## src/rtl/synth_pkg.sv

```systemverilog
// Shared definitions for the synth voice path: delay-line FSM states,
// default widths and the circular-address wrap helper.
package synth_pkg;

   localparam int SAMPLE_W   = 18;
   localparam int DLY_ADDR_W = 12;

   typedef enum logic [2:0] {
      ST_CLEAR,
      ST_IDLE,
      ST_WRITE,
      ST_READ,
      ST_DRAIN
   } dl_state_e;

   // Reduce an address expression modulo 2^w; callers do plain 32-bit math.
   function automatic logic [31:0] addr_wrap(input logic [31:0] v, input int w);
      return v & ((32'd1 << w) - 32'd1);
   endfunction

endpackage

```

## src/rtl/delay_line_ctrl_if.sv

```systemverilog
// Port bundle between the delay-line sequencer and the shared delay RAM
// (registered read address, combinational read data).
interface delay_line_ctrl_if #(
   parameter int ADDR_W = 12,
   parameter int DATA_W = 18
);
   logic [ADDR_W-1:0] ram_addr;
   logic [DATA_W-1:0] ram_din;
   logic              ram_wren;
   logic [DATA_W-1:0] ram_dout;

   modport master (output ram_addr, output ram_din, output ram_wren, input ram_dout);
   modport slave  (input ram_addr, input ram_din, input ram_wren, output ram_dout);
endinterface

```

## src/rtl/delay_line_ctrl.sv

```systemverilog
// Circular multi-tap delay line sequencer: one write then NUM_TAPS reads per
// sample strobe; taps stream out two cycles behind their RAM read address.
module delay_line_ctrl
   import synth_pkg::*;
#(
   parameter int NUM_TAPS       = 4,
   parameter int DATA_W         = SAMPLE_W,
   parameter int ADDR_W         = DLY_ADDR_W,
   parameter int TAP_W          = (NUM_TAPS > 1) ? $clog2(NUM_TAPS) : 1,
   parameter bit CLEAR_ON_RESET = 1'b1
) (
   input  logic                       clk,
   input  logic                       sclr,
   input  logic                       sample_en,
   input  logic [DATA_W-1:0]          sample_in,
   input  logic [NUM_TAPS*ADDR_W-1:0] delays,
   output logic                       busy,
   output logic                       tap_valid,
   output logic [TAP_W-1:0]           tap_idx,
   output logic [DATA_W-1:0]          tap_out,
   output logic                       frame_done,
   output logic                       overrun,
   delay_line_ctrl_if.master          ram
);

   dl_state_e                         state_q, state_d;
   logic [ADDR_W-1:0]                 wr_ptr_q, wr_ptr_d;
   logic [ADDR_W-1:0]                 base_q, base_d;
   logic [NUM_TAPS-1:0][ADDR_W-1:0]   dly_q, dly_d;
   logic [TAP_W-1:0]                  cnt_q, cnt_d, cnt_nxt;
   logic                              busy_q, busy_d;
   logic                              wren_q, wren_d;
   logic [ADDR_W-1:0]                 addr_q, addr_d;
   logic [DATA_W-1:0]                 din_q, din_d;
   logic                              rd_vld_d;
   logic [TAP_W-1:0]                  rd_idx_d;
   // [0]: RAM address is a tap read this cycle; [1]: its data is on ram_dout
   logic [1:0]                        vld_pipe_q;
   logic [1:0][TAP_W-1:0]             idx_pipe_q;
   logic                              tap_valid_q, frame_done_q, overrun_q;
   logic [TAP_W-1:0]                  tap_idx_q;
   logic [DATA_W-1:0]                 tap_out_q;

   assign cnt_nxt = cnt_q + 1'b1;

   always_comb begin
      state_d  = state_q;
      wr_ptr_d = wr_ptr_q;
      base_d   = base_q;
      dly_d    = dly_q;
      cnt_d    = cnt_q;
      busy_d   = busy_q;
      wren_d   = 1'b0;
      addr_d   = addr_q;
      din_d    = din_q;
      rd_vld_d = 1'b0;
      rd_idx_d = idx_pipe_q[0];
      unique case (state_q)
         ST_CLEAR: begin
            busy_d = 1'b1;
            din_d  = '0;
            if (!wren_q) begin
               wren_d = 1'b1;
               addr_d = '0;
            end else if (addr_q == {ADDR_W{1'b1}}) begin
               busy_d  = 1'b0;
               state_d = ST_IDLE;
            end else begin
               wren_d = 1'b1;
               addr_d = addr_q + 1'b1;
            end
         end
         ST_IDLE: begin
            busy_d = 1'b0;
            if (sample_en) begin
               state_d = ST_WRITE;
               busy_d  = 1'b1;
               base_d  = wr_ptr_q;
               dly_d   = delays;
               wren_d  = 1'b1;
               addr_d  = wr_ptr_q;
               din_d   = sample_in;
            end
         end
         ST_WRITE: begin
            wr_ptr_d = ADDR_W'(addr_wrap(32'(base_q) + 32'd1, ADDR_W));
            addr_d   = ADDR_W'(addr_wrap(32'(base_q) - 32'(dly_q[0]), ADDR_W));
            rd_vld_d = 1'b1;
            rd_idx_d = '0;
            cnt_d    = '0;
            state_d  = ST_READ;
         end
         ST_READ: begin
            if (cnt_q == TAP_W'(NUM_TAPS - 1)) begin
               cnt_d   = '0;
               state_d = ST_DRAIN;
            end else begin
               cnt_d    = cnt_nxt;
               addr_d   = ADDR_W'(addr_wrap(32'(base_q) - 32'(dly_q[cnt_nxt]), ADDR_W));
               rd_vld_d = 1'b1;
               rd_idx_d = cnt_nxt;
            end
         end
         ST_DRAIN: begin
            // two cycles let the last read pass through RAM and output register
            if (cnt_q == TAP_W'(1)) begin
               cnt_d   = '0;
               busy_d  = 1'b0;
               state_d = ST_IDLE;
            end else begin
               cnt_d = cnt_nxt;
            end
         end
         default: state_d = ST_IDLE;
      endcase
   end

   always_ff @(posedge clk) begin
      if (sclr) begin
         state_q      <= CLEAR_ON_RESET ? ST_CLEAR : ST_IDLE;
         wr_ptr_q     <= '0;
         base_q       <= '0;
         dly_q        <= '0;
         cnt_q        <= '0;
         busy_q       <= CLEAR_ON_RESET;
         wren_q       <= 1'b0;
         addr_q       <= '0;
         din_q        <= '0;
         vld_pipe_q   <= '0;
         idx_pipe_q   <= '0;
         tap_valid_q  <= 1'b0;
         tap_idx_q    <= '0;
         tap_out_q    <= '0;
         frame_done_q <= 1'b0;
         overrun_q    <= 1'b0;
      end else begin
         state_q       <= state_d;
         wr_ptr_q      <= wr_ptr_d;
         base_q        <= base_d;
         dly_q         <= dly_d;
         cnt_q         <= cnt_d;
         busy_q        <= busy_d;
         wren_q        <= wren_d;
         addr_q        <= addr_d;
         din_q         <= din_d;
         vld_pipe_q    <= {vld_pipe_q[0], rd_vld_d};
         idx_pipe_q    <= {idx_pipe_q[0], rd_idx_d};
         tap_valid_q   <= vld_pipe_q[1];
         if (vld_pipe_q[1]) begin
            tap_idx_q <= idx_pipe_q[1];
            tap_out_q <= ram.ram_dout;
         end
         frame_done_q  <= vld_pipe_q[1] && (idx_pipe_q[1] == TAP_W'(NUM_TAPS - 1));
         overrun_q     <= sample_en && busy_q;
      end
   end

   assign busy         = busy_q;
   assign tap_valid    = tap_valid_q;
   assign tap_idx      = tap_idx_q;
   assign tap_out      = tap_out_q;
   assign frame_done   = frame_done_q;
   assign overrun      = overrun_q;
   assign ram.ram_addr = addr_q;
   assign ram.ram_din  = din_q;
   assign ram.ram_wren = wren_q;

endmodule

```

## src/flat_wrapper.sv

```systemverilog
// flat-port wrapper written by rule: the top's interface ports become plain ports
module delay_line_ctrl_flat import synth_pkg::*;
#(
   parameter int NUM_TAPS       = 4,
   parameter int DATA_W         = SAMPLE_W,
   parameter int ADDR_W         = DLY_ADDR_W,
   parameter int TAP_W          = (NUM_TAPS > 1) ? $clog2(NUM_TAPS) : 1,
   parameter bit CLEAR_ON_RESET = 1'b1
)
  (clk, sclr, sample_en, sample_in, delays, busy, tap_valid, tap_idx, tap_out, frame_done, overrun, ram_ram_addr, ram_ram_din, ram_ram_wren, ram_ram_dout);
  delay_line_ctrl_if #(.ADDR_W(ADDR_W), .DATA_W(DATA_W)) ram_i ();
  input  logic clk;
  input  logic sclr;
  input  logic sample_en;
  input  logic [DATA_W-1:0] sample_in;
  input  logic [NUM_TAPS*ADDR_W-1:0] delays;
  output logic busy;
  output logic tap_valid;
  output logic [TAP_W-1:0] tap_idx;
  output logic [DATA_W-1:0] tap_out;
  output logic frame_done;
  output logic overrun;
  output wire logic [$bits(ram_i.ram_addr)-1:0] ram_ram_addr;
  output wire logic [$bits(ram_i.ram_din)-1:0] ram_ram_din;
  output wire logic [$bits(ram_i.ram_wren)-1:0] ram_ram_wren;
  input wire logic [$bits(ram_i.ram_dout)-1:0] ram_ram_dout;
  assign ram_ram_addr = ram_i.ram_addr;
  assign ram_ram_din = ram_i.ram_din;
  assign ram_ram_wren = ram_i.ram_wren;
  assign ram_i.ram_dout = ram_ram_dout;
  delay_line_ctrl #(.NUM_TAPS(NUM_TAPS), .DATA_W(DATA_W), .ADDR_W(ADDR_W), .TAP_W(TAP_W), .CLEAR_ON_RESET(CLEAR_ON_RESET)) u_core (.clk(clk), .sclr(sclr), .sample_en(sample_en), .sample_in(sample_in), .delays(delays), .busy(busy), .tap_valid(tap_valid), .tap_idx(tap_idx), .tap_out(tap_out), .frame_done(frame_done), .overrun(overrun), .ram(ram_i));
endmodule
```

## config.mk

```make
export PLATFORM = sky130hd
export DESIGN_NAME = delay_line_ctrl_flat
export DESIGN_NICKNAME = d
export VERILOG_FILES = /design/src/rtl/synth_pkg.sv /design/src/rtl/delay_line_ctrl_if.sv /design/src/rtl/delay_line_ctrl.sv /design/src/flat_wrapper.sv
export SDC_FILE = /design/constraint.sdc
export NUM_CORES = 1
export LEC_CHECK = 0
export ABC_AREA = 1
export CORE_MARGIN = 8
export CORE_UTILIZATION = 50
export CTS_CLUSTER_SIZE = 24
export DETAILED_ROUTE_END_ITERATION = 10
export PLACE_DENSITY = 0.84
export SYNTH_ARGS = -nofsm -noshare
export SYNTH_HDL_FRONTEND = slang
export SYNTH_SLANG_ARGS = --single-unit
```

## constraint.sdc

```tcl
create_clock -name clk -period 6.7 [get_ports clk]
set_clock_uncertainty 0.1 [all_clocks]
set_input_delay 1.675 -clock clk [delete_from_list [all_inputs] [get_ports clk]]
set_output_delay 1.675 -clock clk [all_outputs]
set_load 0.03 [all_outputs]
```

# Word level (Yosys, flattened, before mapping)
# Index checks and enable logic that the tools add are counted.
dict set report word_totals {
  register_bits 138
  input_bits 87
  out_inout_bits 55
  elab_cells 83
}
dict set report op_classes {
  n_addsub 5
  n_lt_le_gt_ge 1
  n_eq_ne 15
  mux 28
  reduce_logical 14
}
# cell n
set op_table {}
lappend op_table {{$mux 12} 5}
lappend op_table {{$pmux 12 s4} 1}
lappend op_table {{$pmux 18 s2} 1}
lappend op_table {{$add 12x1->12 const B} 2}
lappend op_table {{$bmux 12 s2} 1}
lappend op_table {{$sub 12x12->12} 2}
lappend op_table {{$mux 18} 1}
lappend op_table {{$mux 3} 5}
lappend op_table {{$pmux 3 s5} 1}
lappend op_table {{$eq 12x12->1 const B} 1}
lappend op_table {{$ne 2x1->1 const B} 4}
lappend op_table {{$reduce_and 2->1} 4}
lappend op_table {{$eq 3x2->1 const B} 2}
lappend op_table {{$mux 2} 3}
lappend op_table {{$pmux 2 s3} 1}
lappend op_table {{$reduce_bool 3->1} 2}
lappend op_table {{$mux 1} 5}
lappend op_table {{$reduce_and 5->1} 1}
lappend op_table {{$eq 2x2->1 const B} 2}
lappend op_table {{$ne 2x2->1 const B} 2}
lappend op_table {{$pmux 1 s2} 2}
lappend op_table {{$pmux 2 s2} 1}
lappend op_table {{$reduce_and 4->1} 1}
lappend op_table {{$reduce_bool 2->1} 2}
lappend op_table {{other kinds (10)} 11}

# Longest topological paths before layout
# Gate-level depths: netlist (run 1).
dict set report logic_depth {
  word_depth 6
  mapped_depth 20
  depth_no_buf 19
}

# Worst setup path before layout (run 1)
# Ideal clock, no wire load.
dict set report synth_path {
  path_type {register -> register}
  startpoint {register u_core.cnt_q[0]}
  endpoint {register u_core.addr_q[6], in the netlist u_core.ram.ram_addr[6]}
  setup_ps 115
  t_arrival_ps 3098
  t_required_ps 6485
  slack_ps 3387
  path_stages_with_launch 21
  n_path_buf 2
  period_less_slack_ps 3313
  path_cell_list {dfxtp_1 > buf_2 > inv_1 > ha_1 > inv_1 > o21ai_0 > clkbuf_1 > nand2_1 > o211ai_1 > ha_1 > inv_1 > fa_1 > nand3_1 > nand2_1 > nand2_1 > nand2_1 > or2_2 > nand3_1 > nand2_1 > nor2_1 > nor2_1}
}
dict set report synth_between {
  elab_chain_cells 6
  elab_cells_between_ends 9
  cone_classes {add/sub: 2; eq/ne: 2; mux: 4; reduce/logical: 1}
}
# element line_no
set synth_rtl {}
lappend synth_rtl {{start: declaration} delay_line_ctrl.sv:30} ;# logic [TAP_W-1:0] cnt_q, cnt_d, cnt_nxt;
lappend synth_rtl {{start signal: assignment} delay_line_ctrl.sv:141} ;# cnt_q <= cnt_d;
lappend synth_rtl {{$add 2x1->2} delay_line_ctrl.sv:44} ;# assign cnt_nxt = cnt_q + 1'b1;
lappend synth_rtl {{$bmux 12 s2} delay_line_ctrl.sv:99} ;# addr_d = ADDR_W'(addr_wrap(32'(base_q) - 32'(dly_q[cnt_nxt]), ADDR_W));
lappend synth_rtl {{$mux 12 (implied by the code)} delay_line_ctrl.sv:99}
lappend synth_rtl {{$sub 12x12->12} delay_line_ctrl.sv:99}
lappend synth_rtl {{$mux 12} delay_line_ctrl.sv:94} ;# if (cnt_q == TAP_W'(NUM_TAPS - 1)) begin
lappend synth_rtl {{$pmux 12 s4} delay_line_ctrl.sv:58} ;# unique case (state_q)
lappend synth_rtl {{end signal: assignment} delay_line_ctrl.sv:144} ;# addr_q <= addr_d;
lappend synth_rtl {{end: declaration} delay_line_ctrl.sv:33} ;# logic [ADDR_W-1:0] addr_q, addr_d;
# Several ways; a longest one is shown, not always the timed one. The select of a mux whose other input is x is not followed.
# A chain may end at the register's enable or synchronous reset.

# Worst setup path in the final report (run 1)
# Same ends and word-level chain as after synthesis.

==> results of run 1 <==
[layout by cell type, fill, tap and decap left out, types with 3 or more instances in the layout]
master | netlist | final
or2_2 | 4 | 4
o21ai_2 | 3 | 3
buf_4 | 3 | 4
clkdlybuf4s50_1 | 0 | 141
nor3_1 | 13 | 13
nand4_1 | 3 | 3
dfxtp_1 | 138 | 138
ha_1 | 16 | 16
inv_2 | 2 | 3
o21bai_1 | 5 | 5
clkbuf_8 | 0 | 6
o21ai_0 | 115 | 115
clkbuf_16 | 0 | 17
a21oi_1 | 85 | 85
nand3_1 | 47 | 47
nor2_1 | 147 | 146
o21ai_1 | 4 | 4
a221oi_1 | 9 | 9
xor2_1 | 8 | 8
nand2_1 | 148 | 148
nor2_2 | 5 | 5
inv_1 | 84 | 84
[worst max-delay path: cells and delay by family (launching register included)]
family	cells	cell delay (ns)
buffers and inverters	3	0.42
AND/OR/NAND/NOR	10	0.95
adder cells (fa/ha/maj)	3	1.07
AO/OA/AOI/OAI	2	1.05
flip-flops	1	0.83
[power breakdown]
part	internal, mW	switching [mW]
clock	0.566	0.343
sequential	0.822	0.00114
combinational	0.0510	0.0283
[state kept, by name (all words and copies together) (netlist names)]
register	cells
u_core.tap_out	18
u_core.frame_done	1
u_core.tap_idx	2
u_core.wr_ptr_q	12
u_core.ram.ram_din	18
u_core.dly_q	48
u_core.vld_pipe_q	2
u_core.idx_pipe_q	4
u_core.base_q	12
u_core.ram.ram_addr	12
u_core.tap_valid	1
u_core.ram.ram_wren	1
u_core.state_q	3
u_core.overrun	1
u_core.busy	1
u_core.cnt_q	2
[cell type report]
class	instances	area, sq um
multi-input cells	635	3120
flip-flops and latches	138	2760
fillers	1063	4120
repair buffers	145	1440
well taps	172	215
inverters	89	337
clock buffers	25	515
clock inverters	5	58.8
[worst paths after layout]
kind	end	slack, ns	startpoint
min	u_core.vld_pipe_q[1]$_SDFF_PP0_	0.30	u_core.vld_pipe_q[0]$_SDFF_PP0_
max reg2reg	u_core.ram.ram_addr[6]$_SDFFE_PP0P_	2.16	u_core.cnt_q[0]$_SDFFE_PP0P_
min reg2reg	u_core.vld_pipe_q[1]$_SDFF_PP0_	0.30	u_core.vld_pipe_q[0]$_SDFF_PP0_
max	u_core.ram.ram_addr[6]$_SDFFE_PP0P_	2.16	u_core.cnt_q[0]$_SDFFE_PP0P_
[cell families after synthesis]
kind of cell / synth area share, %
AO/OA/AOI/OAI: 19.6
flip-flops: 43.1
AND/OR/NAND/NOR: 24.4
adder cells (fa/ha/maj): 3.44
buffers and inverters: 8.26
XOR/XNOR: 1.23
[layer usage]
layer,vias to the layer above,share of wire (%)
met5,-,0
li1,3210,-
met3,33,8.5
met1,2847,43
met4,0,2.0
met2,268,46
==> impl_metrics.csv, run 1 <==
group,metric,value,unit
timing,postLayoutSetupSlackWorst,2.16,ns
global_routing,antenna_found_initial,0,
floorplanning,die_h,129,um
cts,clock_latency,0.42,ns
cts,post_cts_resized,0,
cts,cts.clk_slew.worst_paths,0.06,ns
setup_path,crit_chain,"inv_1 -> ha_1 -> inv_1 -> o21ai_0 -> nand2_1 -> o211ai_1 -> ha_1 -> inv_1 -> fa_1 -> nand3_1 -> nand2_1 -> nand2_1 -> nand2_1 -> or2_2 -> nand3_1 -> nand2_1 -> nor2_1 -> nor2_1",
setup_path,slowest_delay,0.90,ns
global_routing,grt_util_met1,27.9,%
setup_path,cp.arrival,4.76,ns
timing,fin_tns_setup,0,ns
floorplanning,start_util,51.0,%
global_routing,met3_usage,5.92,%
timing,period_share,67.7,%
min_path,holdCritPathClass,"flip-flop to flip-flop",
power_and_ir_drop,p_per_area,214,nW/um^2
drt,vias_per_cell,5.26,
outcome,status,"finished clean",
setup_path,r2r_cells,18,
min_path,hold_depth,2,
global_routing,grt.total_usage,22.3,%
synthesis,yosys-top-cells-area,"dfxtp_1 43%, o21ai_0 9.0%, nand2_1 8.7%",
drt,wl_per_cell,15.0,um
power_and_ir_drop,leakage,3.40,nW
timing,tightest_slew,1.25,ns
setup_path,path_class,"flip-flop to flip-flop",
timing,period_needed,4.54,ns
drt,dr_total_vias,6358,
floorplanning,ioPinCount,142,
synthesis,synth-edff-count,0,
placed_design,pre_cts_slack,2.19,ns
final_layout,diodes,0,
timing,slew_viol_final,0,
synthesis,synth_cell_type_count,41,
placed_design,dpl.cell_count,1179,
timing,finalHoldViolCount,0,
floorplanning,core-area,12600,sq um
global_routing,grt_max_degree,83,
floorplanning,num_rows,41,
placed_design,routabilityCongestion,0.879,
timing,setup_viol,0,
cts,clock_path_buffers,2,
synthesis,async_flop_share,0,%
setup_path,cpMaxStageDelayCell,"o21ai_0",
synthesis,yosys.area.top_type,"dfxtp_1",
cts,cts_tree,"done",
synthesis,syn_nets,1009,
job,cap_violations,0,
setup_path,start_kind,"flip-flop",
global_routing,grt_pass1_wl,29800,um
final_layout,final_area,8450,sq um
cts,cts_sinks,138,
timing,rsz0062_at_grt,"no",
final_layout,drive_above_1_share,5.50,%
synthesis,synthCells,905,
final_layout,final_cell_count_no_fill,1209,
final_layout,layout.nets,1130,
cts,holdBufCountCts,0,
drt,drc,0,
synthesis,synth_most_common_cell,"nand2_1",
synthesis,yosysSeqAreaShare,43.1,%
global_routing,use_met2,35.9,%
floorplanning,die_area,16700,sq um
placed_design,placed_cell_area,7880,sq um
cts,cts_setup_buffers,0,
drt,routed_wl,18200,um
setup_path,crit_top_cell,"nand2_1",
setup_path,required,6.92,ns
drt,postRouteAntennaNets,0,
power_and_ir_drop,vdd_ir_drop_max,0.170,mV
cts,numCtsBuffers,17,
placed_design,place_hpwl,13000,um
placed_design,port_buffers,141,
drt,first_pass_iters,6,
synthesis,syn_area,6410,sq um
drt,first_iter_violations,466,
timing,relSlewSlack,16.4,%
global_routing,grt-busiest-layer,"met2",
synthesis,syn_avg_cell_area,7.08,sq um
cts,clockRootBuffer,"clkbuf_16",
setup_path,path_max_fanout,28,
synthesis,synth-main-ff-cell,"dfxtp_1",
timing,fmax,220,MHz
global_routing,grt_pass1_vias,6123,
cts,htreeDepth,4,
final_layout,syn_to_final_growth,31.9,%
synthesis,synth_common_cells,"148 x nand2_1, 147 x nor2_1, 138 x dfxtp_1, 115 x o21ai_0, 85 x a21oi_1",
synthesis,ys_ff_latch,138,
global_routing,grt.overflow.total,0,
setup_path,end_kind,"flip-flop",
timing,whs,0.300,ns
synthesis,netlist.area_leader.share,43.1,%
power_and_ir_drop,power,1.81,mW
floorplanning,die_w,129,um
synthesis,synth_warnings,0,
final_layout,final_util,67.3,%
(Power assumes the default switching activity.)
==> run 2: changes to the inputs <==
CORE_UTILIZATION = 46   (was 50)
PLACE_DENSITY = 0.82   (was 0.84)
clock period = 4.05 ns   (was 6.7 ns; I/O delays follow)
==> impl_metrics.csv, run 2 (synthesis gave the netlist of run 1 again) <==
group,metric,value,unit
outcome,status,"finished clean",
floorplanning,die_area,18000,sq um
placed_design,port_buffers,141,
timing,finalHoldViolCount,0,
drt,wl_per_cell,15.0,um
timing,slew_viol_final,0,
drt,first_pass_iters,6,
cts,clock_latency,0.41,ns
cts,cts_setup_buffers,0,
setup_path,path_max_fanout,10,
final_layout,largest_reg_flops,48,
setup_path,end_kind,"flip-flop",
power_and_ir_drop,leakage,3.45,nW
cts,post_cts_resized,0,
final_layout,diodes,0,
placed_design,routabilityCongestion,0.869,
timing,fin_tns_setup,0,ns
final_layout,final_common_cell,"nand2_1",
global_routing,grt.total_usage,20.3,%
min_path,holdCritPathClass,"flip-flop to flip-flop",
placed_design,dpl.cell_count,1194,
cts,cts_tree,"done",
drt,postRouteAntennaNets,0,
timing,period_needed,3.30,ns
final_layout,final_cell_count_no_fill,1226,
job,cap_violations,0,
power_and_ir_drop,vdd_ir_drop_max,0.301,mV
drt,first_iter_violations,542,
timing,setup_viol,0,
setup_path,start_kind,"flip-flop",
drt,drc,0,
final_layout,drive_above_1_share,6.12,%
final_layout,top_register,"u_core.dly_q",
final_layout,layout.nets,1137,
cts,clock_path_buffers,2,
global_routing,antenna_found_initial,0,
cts,cts_sinks,138,
setup_path,path_class,"flip-flop to flip-flop",
floorplanning,die_h,134,um
timing,rsz0062_at_grt,"no",
setup_path,cp.arrival,3.50,ns
timing,whs,0.295,ns
floorplanning,die_w,134,um
power_and_ir_drop,p_per_area,351,nW/um^2
floorplanning,core-area,13700,sq um
setup_path,required,4.25,ns
final_layout,seqCellArea,2760,sq um
final_layout,final_cell_mix,"148 x nand2_1, 146 x nor2_1, 141 x clkdlybuf4s50_1",
global_routing,grt_pass1_vias,6115,
cts,numCtsBuffers,17,
placed_design,place_hpwl,13300,um
drt,dr_total_vias,6388,
cts,htreeDepth,4,
global_routing,grt_max_degree,53,
drt,routed_wl,18400,um
floorplanning,ioPinCount,142,
floorplanning,start_util,46.7,%
cts,clockRootBuffer,"clkbuf_16",
drt,vias_per_cell,5.21,
global_routing,grt_pass1_wl,29900,um
global_routing,grt.overflow.total,0,
timing,relSlewSlack,51.9,%
cts,holdBufCountCts,0,
floorplanning,num_rows,43,
cts,cts.clk_slew.worst_paths,0.06,ns
timing,fmax,303,MHz
final_layout,syn_to_final_growth,33.2,%
final_layout,fillers,1227,
timing,period_share,81.4,%
final_layout,multi_input_area,3120,sq um
timing,tightest_slew,0.720,ns
## run 2: path summary, 6_finish.rpt
check	startpoint	endpoint	slack, ns	cells after the start
worst max-delay path	u_core.cnt_q[0]$_SDFFE_PP0P_	u_core.ram.ram_addr[6]$_SDFFE_PP0P_	0.75	17
worst min-delay path	u_core.vld_pipe_q[0]$_SDFF_PP0_	u_core.vld_pipe_q[1]$_SDFF_PP0_	0.30	2
worst min register to register	u_core.vld_pipe_q[0]$_SDFF_PP0_	u_core.vld_pipe_q[1]$_SDFF_PP0_	0.30	2
worst max register to register	u_core.cnt_q[0]$_SDFFE_PP0P_	u_core.ram.ram_addr[6]$_SDFFE_PP0P_	0.75	17
## run 2: layer usage
layer	vias up	share of wire, %	GRT usage [%]
li1	3217	-	-
met1	2903	45	26.2
met2	240	46	32.0
met3	28	7.8	5.16
met4	0	1.8	7.67
met5	-	0	0
## run 2: metrics by stage
step / instance area (sq um) / utilization [%] / setup WS, ns / total power [mW]
2_1_floorplan: 6410 / - / 0.737 / 1.43
3_3_place_gp: 7960 / 58.0 / 0.913 / 1.52
3_5_place_dp: 7960 / 58.0 / 0.817 / 1.52
4_1_cts: 8540 / 62.2 / 0.804 / 3.01
5_1_grt: 8540 / 62.2 / 0.445 / 3.08
6_report: 8540 / 62.2 / 0.752 / 2.99
## run 2: power by group
part / switching (mW) / leakage (nW) / internal, mW
Sequential: 0.00188 / 1.11 / 1.36
Combinational: 0.0476 / 2.06 / 0.0862
Clock: 0.547 / 0.284 / 0.950
Total: 0.596 / 3.45 / 2.40
## run 2: final cells by class
type                       instances  area share (%)
clock buffer                      24            5.64
clock inverter                     8            1.08
inverter                          89            3.94
multi-input combinational        635            36.5
sequential                       138            32.4
tap                              180            2.64
timing repair buffer             152            17.8
## run 2: worst max-delay path, stage by stage, from the launching register on
cell and delay, ns:
dfxtp_1 0.32, inv_1 0.11, ha_1 0.40, inv_1 0.09, nor2_1 0.18, clkinv_1 0.28
nor3_1 0.27, a221oi_1 0.12, fa_1 0.47, nand3_1 0.11, nand2_1 0.10, nand2_1 0.07
nand2_1 0.06, or2_2 0.27, nand3_1 0.07, nand2_1 0.05, nor2_1 0.08, nor2_1 0.04
